===== config.mk =====
export PLATFORM = sky130hd
export DESIGN_NAME = ga23_tile_fetch_flat
export DESIGN_NICKNAME = d
export VERILOG_FILES = /design/src/rtl/ga23_pkg.sv /design/src/rtl/ga23_tile_fetch_if.sv /design/src/rtl/ga23_tile_fetch.sv /design/src/flat_wrapper.sv
export SDC_FILE = /design/constraint.sdc
export NUM_CORES = 1
export LEC_CHECK = 0
export CAP_MARGIN = 30
export CORE_UTILIZATION = 53
export CTS_BUF_LIST = sky130_fd_sc_hd__clkbuf_4 sky130_fd_sc_hd__clkbuf_8
export DETAILED_ROUTE_END_ITERATION = 8
export PLACE_DENSITY = 0.94
export SYNTH_ARGS = -nofsm -noshare
export SYNTH_HDL_FRONTEND = slang
export SYNTH_SLANG_ARGS = --single-unit

===== constraint.sdc =====
create_clock -name clk -period 5.2 [get_ports clk]
set_input_delay 1.04 -clock clk [delete_from_list [all_inputs] [get_ports clk]]
set_output_delay 1.04 -clock clk [all_outputs]
set_load 0.03 [all_outputs]

===== src/rtl/ga23_pkg.sv =====
// Shared definitions for the GA23 tile fetcher: bus widths, attribute layout,
// FSM state encoding and the shifter-feed payload.
package ga23_pkg;

  localparam int unsigned GA23_MAP_W_LOG2 = 6;
  localparam int unsigned GA23_TILES      = 42;

  localparam int unsigned VRAM_AW = 16;
  localparam int unsigned VRAM_DW = 16;
  localparam int unsigned ROM_AW  = 22;
  localparam int unsigned ROM_DW  = 32;

  localparam int unsigned ATTR_PAL_LSB  = 0;
  localparam int unsigned ATTR_PAL_W    = 4;
  localparam int unsigned ATTR_FLIPX    = 5;
  localparam int unsigned ATTR_FLIPY    = 6;
  localparam int unsigned ATTR_PRIO_LSB = 7;
  localparam int unsigned ATTR_PRIO_W   = 2;

  typedef enum logic [2:0] {
    ST_IDLE  = 3'd0,
    ST_CODE  = 3'd1,
    ST_ATTR  = 3'd2,
    ST_ROW   = 3'd3,
    ST_READY = 3'd4
  } fetch_state_e;

  // One decoded tile as presented to the pixel shifter
  typedef struct packed {
    logic [ROM_DW-1:0]      row;
    logic [ATTR_PAL_W-1:0]  palette;
    logic [ATTR_PRIO_W-1:0] prio;
    logic                   reverse;
  } tile_feed_t;

endpackage


===== src/rtl/ga23_tile_fetch_if.sv =====
// VRAM tilemap and graphics ROM request/ack channels of the tile fetcher.
interface ga23_tile_fetch_if;
  import ga23_pkg::*;

  logic               vram_req;
  logic [VRAM_AW-1:0] vram_addr;
  logic               vram_ack;
  logic [VRAM_DW-1:0] vram_data;

  logic               rom_req;
  logic [ROM_AW-1:0]  rom_addr;
  logic               rom_ack;
  logic [ROM_DW-1:0]  rom_data;

  modport master (
    output vram_req, vram_addr, rom_req, rom_addr,
    input  vram_ack, vram_data, rom_ack, rom_data
  );

  modport slave (
    input  vram_req, vram_addr, rom_req, rom_addr,
    output vram_ack, vram_data, rom_ack, rom_data
  );

endinterface


===== src/rtl/ga23_tile_fetch.sv =====
// Per-line tile fetcher: walks tilemap entries, fetches one graphics row per
// tile and hands it to the pixel shifter on every 8th pixel enable.
module ga23_tile_fetch
  import ga23_pkg::*;
#(
  parameter int unsigned TILES      = GA23_TILES,
  parameter int unsigned MAP_W_LOG2 = GA23_MAP_W_LOG2
) (
  input  logic                   clk,
  input  logic                   reset,
  input  logic                   ce_pix,
  input  logic                   line_start,
  input  logic [8:0]             vpos,
  input  logic [9:0]             scroll_x,
  input  logic [9:0]             scroll_y,
  input  logic [VRAM_AW-1:0]     map_base,
  ga23_tile_fetch_if.master      mem,
  output logic                   load,
  output logic                   reverse,
  output logic [ROM_DW-1:0]      row,
  output logic [ATTR_PAL_W-1:0]  palette,
  output logic [ATTR_PRIO_W-1:0] prio,
  output logic [2:0]             offset,
  output logic                   underrun
);

  localparam int unsigned TW    = MAP_W_LOG2;
  localparam int unsigned CNT_W = $clog2(TILES + 1);

  fetch_state_e r_state;
  fetch_state_e w_state_nxt;

  logic [2:0]         r_slot;
  logic [CNT_W-1:0]   r_cnt;
  logic [TW-1:0]      r_tx;
  logic [TW-1:0]      r_ty;
  logic [2:0]         r_fy;
  logic [VRAM_DW-1:0] r_code;
  tile_feed_t         r_fetch;
  tile_feed_t         r_feed;
  tile_feed_t         w_feed;
  logic               r_vram_req;
  logic [VRAM_AW-1:0] r_vram_addr;
  logic               r_rom_req;
  logic [ROM_AW-1:0]  r_rom_addr;
  logic               r_underrun;

  logic [9:0]         w_vsum;
  logic [TW-1:0]      w_ty_line;
  logic [2:0]         w_fy_line;
  logic [TW-1:0]      w_tx_line;
  logic [TW-1:0]      w_tx_inc;
  logic [VRAM_AW-1:0] w_entry_line;
  logic [VRAM_AW-1:0] w_entry_next;
  logic               w_slot;
  logic               w_take;
  logic               w_miss;
  logic               w_last;

  // Line geometry; map coordinates wrap at the map size in both axes
  assign w_vsum       = 10'(vpos) + scroll_y;
  assign w_ty_line    = TW'(w_vsum[9:3]);
  assign w_fy_line    = w_vsum[2:0];
  assign w_tx_line    = TW'(scroll_x[9:3]);
  assign w_tx_inc     = r_tx + TW'(1);
  assign w_entry_line = map_base + VRAM_AW'({w_ty_line, w_tx_line, 1'b0});
  assign w_entry_next = map_base + VRAM_AW'({r_ty, w_tx_inc, 1'b0});

  // A line_start in the same cycle supersedes any slot of the old line
  assign w_slot = ce_pix && !line_start && (r_slot == 3'd7) && (r_state != ST_IDLE);
  assign w_take = w_slot && (r_state == ST_READY);
  assign w_miss = w_slot && (r_state != ST_READY);
  assign w_last = (r_cnt == CNT_W'(TILES - 1));

  always_ff @(posedge clk) begin
    if (reset) r_state <= ST_IDLE;
    else       r_state <= w_state_nxt;
  end

  always_comb begin
    w_state_nxt = r_state;
    if (line_start) begin
      w_state_nxt = ST_CODE;
    end else begin
      case (r_state)
        ST_IDLE:  w_state_nxt = ST_IDLE;
        ST_CODE:  if (mem.vram_ack) w_state_nxt = ST_ATTR;
        ST_ATTR:  if (mem.vram_ack) w_state_nxt = ST_ROW;
        ST_ROW:   if (mem.rom_ack)  w_state_nxt = ST_READY;
        ST_READY: if (w_take)       w_state_nxt = w_last ? ST_IDLE : ST_CODE;
        default:  w_state_nxt = ST_IDLE;
      endcase
    end
  end

  // Shifter feed: held tile on a ready slot, blank tile on a missed slot
  always_comb begin
    load   = 1'b0;
    w_feed = r_feed;
    if (w_slot) begin
      load   = 1'b1;
      w_feed = (r_state == ST_READY) ? r_fetch : '0;
    end
  end

  always_ff @(posedge clk) begin
    if (reset) begin
      r_slot      <= 3'd0;
      r_cnt       <= '0;
      r_tx        <= '0;
      r_ty        <= '0;
      r_fy        <= 3'd0;
      r_code      <= '0;
      r_fetch     <= '0;
      r_feed      <= '0;
      r_vram_req  <= 1'b0;
      r_vram_addr <= '0;
      r_rom_req   <= 1'b0;
      r_rom_addr  <= '0;
      r_underrun  <= 1'b0;
    end else begin
      if (line_start)  r_slot <= 3'd0;
      else if (ce_pix) r_slot <= r_slot + 3'd1;

      if (w_slot) r_feed     <= w_feed;
      if (w_miss) r_underrun <= 1'b1;

      if (line_start) begin
        r_cnt       <= '0;
        r_tx        <= w_tx_line;
        r_ty        <= w_ty_line;
        r_fy        <= w_fy_line;
        r_vram_req  <= 1'b1;
        r_vram_addr <= w_entry_line;
        r_rom_req   <= 1'b0;
      end else begin
        case (r_state)
          ST_CODE: begin
            if (mem.vram_ack) begin
              r_code      <= mem.vram_data;
              r_vram_addr <= r_vram_addr + VRAM_AW'(1);
            end
          end
          ST_ATTR: begin
            if (mem.vram_ack) begin
              r_fetch.palette <= mem.vram_data[ATTR_PAL_LSB +: ATTR_PAL_W];
              r_fetch.prio    <= mem.vram_data[ATTR_PRIO_LSB +: ATTR_PRIO_W];
              r_fetch.reverse <= mem.vram_data[ATTR_FLIPX];
              r_rom_addr      <= ROM_AW'({r_code, r_fy ^ {3{mem.vram_data[ATTR_FLIPY]}}});
              r_vram_req      <= 1'b0;
              r_rom_req       <= 1'b1;
            end
          end
          ST_ROW: begin
            if (mem.rom_ack) begin
              r_fetch.row <= mem.rom_data;
              r_rom_req   <= 1'b0;
            end
          end
          ST_READY: begin
            if (w_take) begin
              r_cnt <= r_cnt + CNT_W'(1);
              if (!w_last) begin
                r_tx        <= w_tx_inc;
                r_vram_addr <= w_entry_next;
                r_vram_req  <= 1'b1;
              end
            end
          end
          default: ;
        endcase
      end
    end
  end

  assign mem.vram_req  = r_vram_req;
  assign mem.vram_addr = r_vram_addr;
  assign mem.rom_req   = r_rom_req;
  assign mem.rom_addr  = r_rom_addr;

  assign row      = w_feed.row;
  assign palette  = w_feed.palette;
  assign prio     = w_feed.prio;
  assign reverse  = w_feed.reverse;
  assign offset   = scroll_x[2:0];
  assign underrun = r_underrun;

endmodule


===== src/flat_wrapper.sv =====
// flat-port wrapper written by rule: the top's interface ports become plain ports
module ga23_tile_fetch_flat import ga23_pkg::*;
#(
  parameter int unsigned TILES      = GA23_TILES,
  parameter int unsigned MAP_W_LOG2 = GA23_MAP_W_LOG2
)
  (clk, reset, ce_pix, line_start, vpos, scroll_x, scroll_y, map_base, load, reverse, row, palette, prio, offset, underrun, mem_vram_req, mem_vram_addr, mem_rom_req, mem_rom_addr, mem_vram_ack, mem_vram_data, mem_rom_ack, mem_rom_data);
  ga23_tile_fetch_if mem_i ();
  input  logic clk;
  input  logic reset;
  input  logic ce_pix;
  input  logic line_start;
  input  logic [8:0] vpos;
  input  logic [9:0] scroll_x;
  input  logic [9:0] scroll_y;
  input  logic [VRAM_AW-1:0] map_base;
  output logic load;
  output logic reverse;
  output logic [ROM_DW-1:0] row;
  output logic [ATTR_PAL_W-1:0] palette;
  output logic [ATTR_PRIO_W-1:0] prio;
  output logic [2:0] offset;
  output logic underrun;
  output wire logic [$bits(mem_i.vram_req)-1:0] mem_vram_req;
  output wire logic [$bits(mem_i.vram_addr)-1:0] mem_vram_addr;
  output wire logic [$bits(mem_i.rom_req)-1:0] mem_rom_req;
  output wire logic [$bits(mem_i.rom_addr)-1:0] mem_rom_addr;
  input wire logic [$bits(mem_i.vram_ack)-1:0] mem_vram_ack;
  input wire logic [$bits(mem_i.vram_data)-1:0] mem_vram_data;
  input wire logic [$bits(mem_i.rom_ack)-1:0] mem_rom_ack;
  input wire logic [$bits(mem_i.rom_data)-1:0] mem_rom_data;
  assign mem_vram_req = mem_i.vram_req;
  assign mem_vram_addr = mem_i.vram_addr;
  assign mem_rom_req = mem_i.rom_req;
  assign mem_rom_addr = mem_i.rom_addr;
  assign mem_i.vram_ack = mem_vram_ack;
  assign mem_i.vram_data = mem_vram_data;
  assign mem_i.rom_ack = mem_rom_ack;
  assign mem_i.rom_data = mem_rom_data;
  ga23_tile_fetch #(.TILES(TILES), .MAP_W_LOG2(MAP_W_LOG2)) u_core (.clk(clk), .reset(reset), .ce_pix(ce_pix), .line_start(line_start), .vpos(vpos), .scroll_x(scroll_x), .scroll_y(scroll_y), .map_base(map_base), .mem(mem_i), .load(load), .reverse(reverse), .row(row), .palette(palette), .prio(prio), .offset(offset), .underrun(underrun));
endmodule

## Word level (Yosys, flattened, before mapping)

Cells that the tools add are included.

| operators by class | value |
|---|---|
| $mul | 0 |
| reduce and logical (&&, ||, !) cells | 23 |
| multiplexer cells | 27 |
| bitwise operators | 2 |
| $add $sub $neg | 7 |
| equality and inequality tests | 17 |
| order comparisons | 0 |
| shift operators | 0 |
| div/mod/pow operators | 0 |

Operator list:

| cell | number |
|---|---|
| $mux W39 | 2 |
| $mux W16 | 4 |
| $add A16 B13 Y16 | 2 |
| $pmux W16 S2 | 1 |
| $mux W6 | 4 |
| $add A16 B1 Y16 const B | 1 |
| $reduce_and A4 Y1 | 4 |
| $ne A3 B3 Y1 const B | 5 |
| $reduce_and A3 Y1 | 5 |
| $add A6 B1 Y6 const B | 2 |
| $mux W3 | 4 |
| $pmux W3 S4 | 1 |
| $add A9 B9 Y9 | 1 |
| $mux W1 | 9 |
| $reduce_bool A3 Y1 | 3 |
| $ne A2 B2 Y1 const B | 4 |
| $eq A3 B2 Y1 const B | 2 |
| $eq A3 B3 Y1 const B | 2 |
| $eq A6 B6 Y1 const B | 1 |
| $reduce_bool A2 Y1 | 3 |
| $logic_and A1 B1 Y1 | 5 |
| $pmux W1 S2 | 2 |
| $add A3 B1 Y3 const B | 1 |
| $eq A3 B1 Y1 const B | 1 |
| 7 further kinds | 7 |

| storage, ports and cells | value |
|---|---|
| bits in read-only memories | 0 |
| RAM bits | 0 |
| register bits after elaboration | 159 |
| logic and storage cells | 97 |
| input bits | 99 |
| memories | 0 |
| output and inout bits | 84 |
| bits in latches | 0 |

## Depth between registers and ports, before layout

Gate-level depths: netlist (run 1).

| depth | value |
|---|---|
| depth after elaboration | 8 |
| gate-level depth with buffers | 16 |
| mapped depth without buffers | 16 |

## Least setup slack after synthesis (run 1)

OpenSTA, ideal clock, no wires.

| path | value |
|---|---|
| kind | input-to-reg |
| start point | in vpos[0] |
| end point | reg u_core.r_vram_addr[13] (netlist: u_core.mem.vram_addr[13]) |
| data required time | 5119 ps |
| stages on the path | 16 |
| path buffers | 0 |
| library setup time | 81 ps |
| path slack | 702 ps |
| data arrival time | 4417 ps |
| cell sequence | ha_1 inv_1 fa_1 nor2b_1 o21ai_0 a21boi_0 o21ai_0 a21boi_0 nor2_1 ha_1 a21o_1 nor2_1 or4b_2 a31oi_1 mux2_2 a41oi_1 |

| on the way | value |
|---|---|
| cells in the longest elaborated chain, start to end | 3 |

RTL lines:

| element | line | source |
|---|---|---|
| start, declared | flat_wrapper.sv:13 | `input logic [8:0] vpos;` |
| $add A9 B9 Y9 | ga23_tile_fetch.sv:61 | `assign w_vsum = 10'(vpos) + scroll_y;` |
| net u_core.w_vsum[6] | ga23_tile_fetch.sv:48 | `logic [9:0] w_vsum;` |
| $add A16 B13 Y16 | ga23_tile_fetch.sv:66 | `assign w_entry_line = map_base + VRAM_AW'({w_ty_line, w_tx_line, 1'b0});` |
| $mux W16 | ga23_tile_fetch.sv:128 | `if (line_start) begin` |
| end signal, assigned | ga23_tile_fetch.sv:134 | `r_vram_addr <= w_entry_line;` |
| end signal, assigned | ga23_tile_fetch.sv:141 | `r_vram_addr <= r_vram_addr + VRAM_AW'(1);` |
| end signal, assigned | ga23_tile_fetch.sv:165 | `r_vram_addr <= w_entry_next;` |
| end, declared | ga23_tile_fetch.sv:43 | `logic [VRAM_AW-1:0] r_vram_addr;` |

The timed path passes the listed nets, and every way through them passes these cells.
A chain may end at the register's enable or synchronous reset.

## Worst setup path in the final report (run 1)

Ends and elaborated chain as after synthesis.

==> summary.md, run 1 <==
| Metric | Value |
|---|---|
| Mapped Area | 8170 µm² |
| Post-synth top area share | approximately two fifths |
| Setup-failing EPs final | 0 |
| Floorplan die width | approximately 130 µm |
| Count of vias placed by the detailed router | about 8,000 |
| Instance area after placement | 10,000 µm² |
| TritonCTS clock tree | built |
| Post-detailed-route via-to-cell ratio | about 5.8 |
| Register area share after synthesis | around two fifths |
| Library cells used by synthesis | 69 |
| Number of warning messages in the yosys log | 0 |
| Weighted congestion at the end of routability-driven global placement | ~0.94 |
| Outcome | finished, final reports clean |
| Vert. Die Dim | around 130 µm |
| Net switching share of the total power | around 30% |
| Number of antenna violations at the first check in global routing | 0 |
| Syn avg cell area | 8.16 µm² |
| Cell taking the most area after synthesis | dfxtp_1 |
| Max cap viols | 0 |
| Wire length of the first global-routing pass | about 35 mm |
| Worst max-slew margin expressed relative to the limit | between 40% and 50% |
| Count of filler cells inserted in the layout | 1,189 |
| Number of flops mapped to enable cells by yosys | 0 |
| Crit path capture type | flop |
| Net switching power | 0.000832 W |
| Cell breakdown of the critical path | clkdlybuf4s50_1 -> ha_1 -> inv_1 -> fa_1 -> nor2b_1 -> o21ai_0 -> a21boi_0 -> o21ai_0 -> a21boi_1 -> nor2_1 -> ha_1 -> a21o_1 -> nor2_1 -> or4b_2 -> a31oi_1 -> mux2_2 -> a41oi_1 |
| Cell depth of the worst hold path | 2 |
| Cell Int Power | 0.00194 W |
| Final antenna diode count | 0 |
| IO Count | ~180 |
| Core outline area | 15,100 µm² |
| Worst-skew pair later-pin latency | 0.47 ns |
| Share of power burned in combinational logic | 19.6% |
| Syn Inst Count | ~1,000 |
| Worst-case hold path end point | u_core.underrun$_SDFFE_PP0P_ |
| H-tree Lvls | 4 |
| Final WS setup | around 0.42 ns |
| Synthesis-stage register bit count | between 150 and 200 |
| Worst VDD drop | roughly 0.00016 V |
| Average routed wire per standard cell | roughly 16 µm |
| Pins Over Slew Limit | 0 |
| Path depth of the worst reg2reg path | 10 |
| Synth-to-Final Area Change | 27.7% |
| Number of sinks handled by clock tree synthesis | approximately 160 |
| Hold_sp | u_core.underrun$_SDFFE_PP0P_ |
| Dominant register cell in the synthesized netlist | dfxtp_1 |
| Row count | 45 |
| Cell area power density | around 270 nW/µm² |
| Worst slew pin tran | a little under 0.8 ns |
| Hold Crit Class | reg2reg |
| Beginning of the critical path | vpos[0] |
| Die Outline Area | 15,900 µm² |
| Final cell utilization of the core | around 69% |
| Sum of net half-perimeters after detailed placement | 15.2 mm |
| Total congestion overflow | 0 |
| Clk_skew | between 0.01 and 0.015 ns |
| Nature of the critical path startpoint | input pin |
| Min Tclk post-route | 4.78 ns |
| Sequential fraction of design power | between 40 and 50% |
| Data required, critical path | ~5.6 ns |
| Reg-to-reg endpoint | u_core.mem.vram_addr[13]$_SDFFE_PP0P_ |
| Peak Freq | 209 MHz |
| Total wire length | approximately 22 mm |
| Crit-path max FO | 3 |
| Leak pwr | approximately 3.8 nW |
| Effective utilization at floorplan | between 50% and 60% |
| Clock edge transition at the registers on the reported setup and hold paths | 0.09 ns |
| Slack of the worst reg-to-reg path | between 2 and 2.5 ns |
| Crit path arrival time | 5.18 ns |
| Async set-or-reset flop fraction in the synthesized netlist | 0% |
| Number of antenna-violating nets in the routed design | 0 |
| Fraction of layout cells with a size suffix above 1 | under 10% |
| DRT Pass-1 Iters | 5 |
| Clk network pwr share | 34.2% |
| Total routing resource utilization after global routing | about 28% |
| Tcrit/Tclk final | about nine tenths |
| Leading cell type by number of instances after synthesis | nand2_1 |
| Standard cell with the maximum stage delay on the critical path | or4b_2 |
| Origin of the critical flop-to-flop path | u_core.r_tx[0]$_SDFFE_PP0P_ |
| Number of buffers added by the clock tree synthesis step | 17 |
| Largest incremental delay on the critical path | between 0.6 and 0.7 ns |
| Via count of the first global-routing pass | roughly 7,400 |
| Maximum buffer depth of the clock tree | 2 |
| Setup repair after global routing missed its margin | no |
| Leading post-synthesis cells by instance count | nand2_1, dfxtp_1, a21oi_1 |
| WS Path Type | in2reg |
| Fin. Hold Viols | 0 |
| Final Cell Area | 10,400 µm² |
| Pin count of the biggest net entering global routing | 53 |
| PortBufs | around 170 |
| Top post-synthesis cells by area | dfxtp_1, nand2_1, a21oi_1 |
| Drt first-iter violations | 617 |
| Final Net Count | 1,289 |
| DRC errors left | 0 |
| Clock Root Buffer | clkbuf_8 |
| Post-placement worst setup slack | -0.0964 ns |
[power groups by stage]
stage / Sequential (W) / Clock (W) / Combinational [W]
4_1_cts: 0.00128 / 0.000961 / 0.000535
6_report: 0.00128 / 0.000947 / 0.000543
5_1_grt: 0.00128 / 0.00101 / 0.000592
3_5_place_dp: 0.00131 / 0 / 0.000531
2_1_floorplan: 0.00132 / 0 / 0.000320
3_3_place_gp: 0.00131 / 0 / 0.000519
[sequential cells by signal (all words and copies together), names as in the netlist, 3 cells and up]
name                  count
u_core.r_feed            39
u_core.r_fetch           39
u_core.mem.rom_addr      19
u_core.mem.vram_addr     16
u_core.r_code            16
u_core.r_cnt              6
u_core.r_tx               6
u_core.r_ty               6
u_core.r_fy               3
u_core.r_slot             3
u_core.r_state            3
[how the worst max path moves through the flow]
stage                     slack (ns)                                    end  cells after the start
after floorplan                 0.70  u_core.mem.vram_addr[13]$_SDFFE_PP0P_                     16
final                           0.42  u_core.mem.vram_addr[13]$_SDFFE_PP0P_                     17
after CTS                       0.37  u_core.mem.vram_addr[13]$_SDFFE_PP0P_                     17
after global placement          0.04  u_core.mem.vram_addr[13]$_SDFFE_PP0P_                     17
after global routing            0.08  u_core.mem.vram_addr[13]$_SDFFE_PP0P_                     17
after detailed placement        -0.1  u_core.mem.vram_addr[13]$_SDFFE_PP0P_                     17
[what timing repair did]
| action | 4_1_cts | 5_1_grt |
|---|---|---|
| gates resized for setup | 0 | 1 |
| hold buffers | 0 | 0 |
| hold endpoints to repair | 0 | 0 |
| endpoints found under the setup margin | 0 | 1 |
| setup buffers | 0 | 0 |
[routing by layer]
metal	global-route usage [%]	vias to the layer above	wire length, µm
met1	33.6	3621	9020
li1	-	3820	-
met4	14.2	0	741
met2	46.1	323	10300
met5	0	-	0
met3	5.44	69	1410
[per-stage QoR]
step	setup TNS (ns)	total power, W	hold slack (ns)	cells
final	0	0.00277	0.449	1348
after detailed placement	-0.0964	0.00184	0.440	1316
after global routing	0	0.00289	0.476	1348
after CTS	0	0.00277	0.452	1348
after floorplan	0	0.00164	0.432	1004
after global placement	0	0.00182	0.433	1314
[layout by cell type, fill, tap and decap left out, types with 8 or more instances in the layout]
cell,synthesis,final
xnor2_1,21,21
nand4_1,8,8
clkdlybuf4s50_1,0,169
or3_1,9,9
inv_1,21,21
mux2i_1,9,9
dfxtp_1,159,159
clkbuf_8,0,17
o21ai_0,30,30
nor2_1,50,50
xor2_1,13,13
nand2_1,188,188
and2_1,41,41
ha_1,40,40
a22o_1,40,40
nor3_1,24,22
a21o_1,13,13
a21oi_1,127,127
nand3_1,15,15
buf_4,10,14
a211oi_1,15,15
[cell families after synthesis]
logic type / Yosys count / synth area share, %
fa+ha+maj: 43 / 6.86
other cells: 1 / 0.0459
flops: 159 / 38.9
xor+xnor: 34 / 3.64
mux: 11 / 1.38
compound gates: 288 / 22.9
buf+inv: 85 / 4.48
simple gates: 381 / 21.7
[critical path: cells and delay by family]
kind                     cells  cell delay (ns)
adder cells (fa/ha/maj)      3             0.88
multiplexers                 1             0.36
buffers and inverters        2             0.53
AO/OA/AOI/OAI                7             1.32
AND/OR/NAND/NOR              4             1.02
[area by class of cell]
cell class | instances | area (µm²) | area share, %
Clock buffer | 17 | 234 | 2.24
Sequential cell | 159 | 3180 | 30.5
Clock inverter | 15 | 176 | 1.69
Inverter | 22 | 82.6 | 0.791
Tap cell | 188 | 235 | 2.25
Timing Repair Buffer | 187 | 1850 | 17.8
Multi-Input combinational cell | 760 | 4670 | 44.8
Power figures use the tool's default switching activity.
==> inputs of run 2 (changes only) <==
CTS_CLUSTER_DIAMETER = 60   (was not set)
==> results of run 2 <==
Final layout, timing and power as in run 1 (identical DEF).
==> inputs of run 3 (changes only) <==
ABC_CLOCK_PERIOD_IN_PS = 5200   (was not set)
CORE_MARGIN = 2   (was not set)
==> run 3 against run 2 <==
  * Critical path depth unchanged
  * Count of clock-buffer cells in the layout is the same
  * Highest routed layer unchanged
  * Die area grew 3.2%
  * Global-route usage fell by 1.1 points
  * Largest cell class unchanged
==> summary.md, run 3 (synthesized netlist as in run 1, its figures left out) <==
| Metric | Value |
|---|---|
| Outcome | finished, final reports clean (unchanged) |
| Cell breakdown of the critical path | clkdlybuf4s50_1 -> ha_1 -> inv_1 -> fa_1 -> nor2b_1 -> o21ai_0 -> a21boi_0 -> o21ai_0 -> a21boi_0 -> nor2_1 -> ha_1 -> a21o_1 -> nor2_1 -> or4b_2 -> a31oi_1 -> mux2_2 -> a41oi_1 (was clkdlybuf4s50_1 -> ha_1 -> inv_1 -> fa_1 -> nor2b_1 -> o21ai_0 -> a21boi_0 -> o21ai_0 -> a21boi_1 -> nor2_1 -> ha_1 -> a21o_1 -> nor2_1 -> or4b_2 -> a31oi_1 -> mux2_2 -> a41oi_1) |
| Commonest non-fill, non-tap cells in the layout | nand2_1, clkdlybuf4s50_1, dfxtp_1, a21oi_1, nor2_1 (unchanged) |
| Final antenna diode count | 0 (unchanged) |
| Post-detailed-route via-to-cell ratio | 5.85 (was 5.81) |
| Total routing resource utilization after global routing | 26.4% (was 27.6%) |
| CP delay by family, top | compound AO/OA/AOI/OAI gates (unchanged) |
| Nature of the critical path startpoint | input pin (unchanged) |
| Drt first-iter violations | 549 (was 617) |
| Share of power burned in combinational logic | 19.1% (was 19.6%) |
| Largest incremental delay on the critical path | 0.64 ns (about the same) |
| Setup-failing EPs final | 0 (unchanged) |
| Synth-to-Final Area Change | 28.5% (was 27.7%) |
| Tcrit/Tclk final | 94.4% (was 92.0%) |
| Buffers inserted during post-CTS setup optimization | 0 (unchanged) |
| IO Count | 183 (unchanged) |
| Max cap viols | 0 (unchanged) |
| Hold_sp | u_core.underrun$_SDFFE_PP0P_ (unchanged) |
| Net switching power | 0.000836 W (was 0.000832 W) |
| Row count | 45 (unchanged) |
| DRC errors left | 0 (unchanged) |
| Worst-skew pair later-pin latency | 0.46 ns (was 0.47 ns) |
| Crit path capture type | flop (unchanged) |
| Net switching share of the total power | 29.1% (was 30.1%) |
| Final Net Count | 1,291 (was 1,289) |
| Wire length of the first global-routing pass | 35.2 mm (was 35.3 mm) |
| DRT Pass-1 Iters | 5 (unchanged) |
| Via count of the first global-routing pass | 7,210 (was 7,431) |
| Clock edge transition at the registers on the reported setup and hold paths | 0.09 ns (about the same) |
| Fin Setup TNS | 0 ns (unchanged) |
| Hold Crit Class | reg2reg (unchanged) |
| Standard cell with the maximum stage delay on the critical path | or4b_2 (unchanged) |
| Min Tclk post-route | 4.91 ns (was 4.78 ns) |
| Cell Int Power | 0.00204 W (was 0.00194 W) |
| Pin count of the biggest net entering global routing | 92 (was 53) |
| Crit-path max FO | 3 (unchanged) |
| Clk_skew | 0.0127 ns (was 0.0146 ns) |
| Most common cell after layout, fill and taps aside | nand2_1 (unchanged) |
| Origin of the critical flop-to-flop path | u_core.r_tx[0]$_SDFFE_PP0P_ (unchanged) |
| Fin. Hold Viols | 0 (unchanged) |
| Peak Freq | 204 MHz (was 209 MHz) |
| Post-CTS Resized | 0 (unchanged) |
| Cell area power density | 274 nW/µm² (was 265 nW/µm²) |
| Total congestion overflow | 0 (unchanged) |
| WS Path Type | in2reg (unchanged) |
| Die Outline Area | 16,400 µm² (was 15,900 µm²) |
| PortBufs | 171 (unchanged) |
| Fraction of layout cells with a size suffix above 1 | 6.11% (was 5.95%) |
| Count of filler cells inserted in the layout | 1,164 (was 1,189) |
| Worst slew pin tran | 0.922 ns (was 0.793 ns) |
| Crit path arrival time | 5.29 ns (was 5.18 ns) |
| Vert. Die Dim | 128 µm (was 126 µm) |
| Floorplan die width | 128 µm (was 126 µm) |
| Average routed wire per standard cell | 16.5 µm (was 16.0 µm) |
| Leak pwr | 3.88 nW (was 3.84 nW) |
| Maximum buffer depth of the clock tree | 2 (unchanged) |
| Beginning of the critical path | vpos[0] (unchanged) |
| Bufs and invs on worst path | 2 (unchanged) |
| Sequential fraction of design power | 44.5% (was 46.2%) |
| Total wire length | 22.3 mm (was 21.5 mm) |
| Data required, critical path | 5.58 ns (was 5.59 ns) |
| Count of hold-fix buffers inserted at cts | 0 (unchanged) |
| Number of antenna-violating nets in the routed design | 0 (unchanged) |
| Count of vias placed by the detailed router | 7,895 (was 7,833) |
| Number of sinks handled by clock tree synthesis | 159 (unchanged) |
| H-tree Lvls | 4 (unchanged) |
| Pins Over Slew Limit | 0 (unchanged) |
| Worst max-slew margin expressed relative to the limit | 38.5% (was 47.1%) |
| Weighted congestion at the end of routability-driven global placement | 0.935 (was 0.943) |
| Worst VDD drop | 0.000166 V (was 0.000159 V) |
| Number of antenna violations at the first check in global routing | 0 (unchanged) |
| Hold_ws | 0.456 ns (was 0.449 ns) |
| Clock Root Buffer | clkbuf_8 (unchanged) |
| Number of buffers added by the clock tree synthesis step | 17 (unchanged) |
| Effective utilization at floorplan | 54.0% (unchanged) |
| Setup repair after global routing missed its margin | no (unchanged) |
| Sum of net half-perimeters after detailed placement | 15.7 mm (was 15.2 mm) |
| Clk network pwr share | 36.4% (was 34.2%) |
| Core outline area | 15,100 µm² (unchanged) |
| TritonCTS clock tree | built (unchanged) |
-- run 3: power by group through the flow --
stage          Clock [W]  Sequential, W  Combinational, W
2_1_floorplan          0        0.00132          0.000320
3_3_place_gp           0        0.00131          0.000524
3_5_place_dp           0        0.00131          0.000534
4_1_cts          0.00106        0.00128          0.000540
5_1_grt          0.00111        0.00128          0.000593
6_report         0.00105        0.00128          0.000548
-- run 3: final cells by class --
class	instances	area [µm²]	area share, %
inverters	22	82.6	0.786
clock inverters	15	221	2.11
multi-input cells	760	4670	44.5
repair buffers	189	1880	17.9
clock buffers	17	234	2.23
well taps	188	235	2.24
flip-flops and latches	159	3180	30.3
-- run 3: stage by stage --
step                      std cells  area, µm²  utilization, %  worst slack, ns  power, W
after floorplan                1004       8180               -            0.702   0.00164
after global placement         1316      10000            66.1           0.0186   0.00183
after detailed placement       1318      10000            66.3           -0.130   0.00184
after CTS                      1350      10500            69.3            0.319   0.00287
after global routing           1350      10500            69.3           0.0402   0.00298
final                          1350      10500            69.3            0.290   0.00287
-- run 3: tightest hold or removal path, cell delays in order, from the launching register on --
cell and delay, ns:
dfxtp_1 0.32, inv_1 0.05, a21oi_1 0.05
-- run 3: layer usage --
| layer | global-route usage [%] | routed length (µm) | vias to the layer above |
|---|---|---|---|
| li1 | - | - | 3834 |
| met1 | 33.2 | 9630 | 3715 |
| met2 | 45.5 | 10800 | 304 |
| met3 | 5.38 | 1350 | 42 |
| met4 | 8.40 | 516 | 0 |
| met5 | 0 | 0 | - |
-- run 3: worst paths after layout --
check                                           to  slack, ns  cells after the start
max          u_core.mem.vram_addr[13]$_SDFFE_PP0P_       0.29                     17
min                   u_core.underrun$_SDFFE_PP0P_       0.46                      2
max reg2reg  u_core.mem.vram_addr[15]$_SDFFE_PP0P_       2.24                     10
min reg2reg           u_core.underrun$_SDFFE_PP0P_       0.46                      2
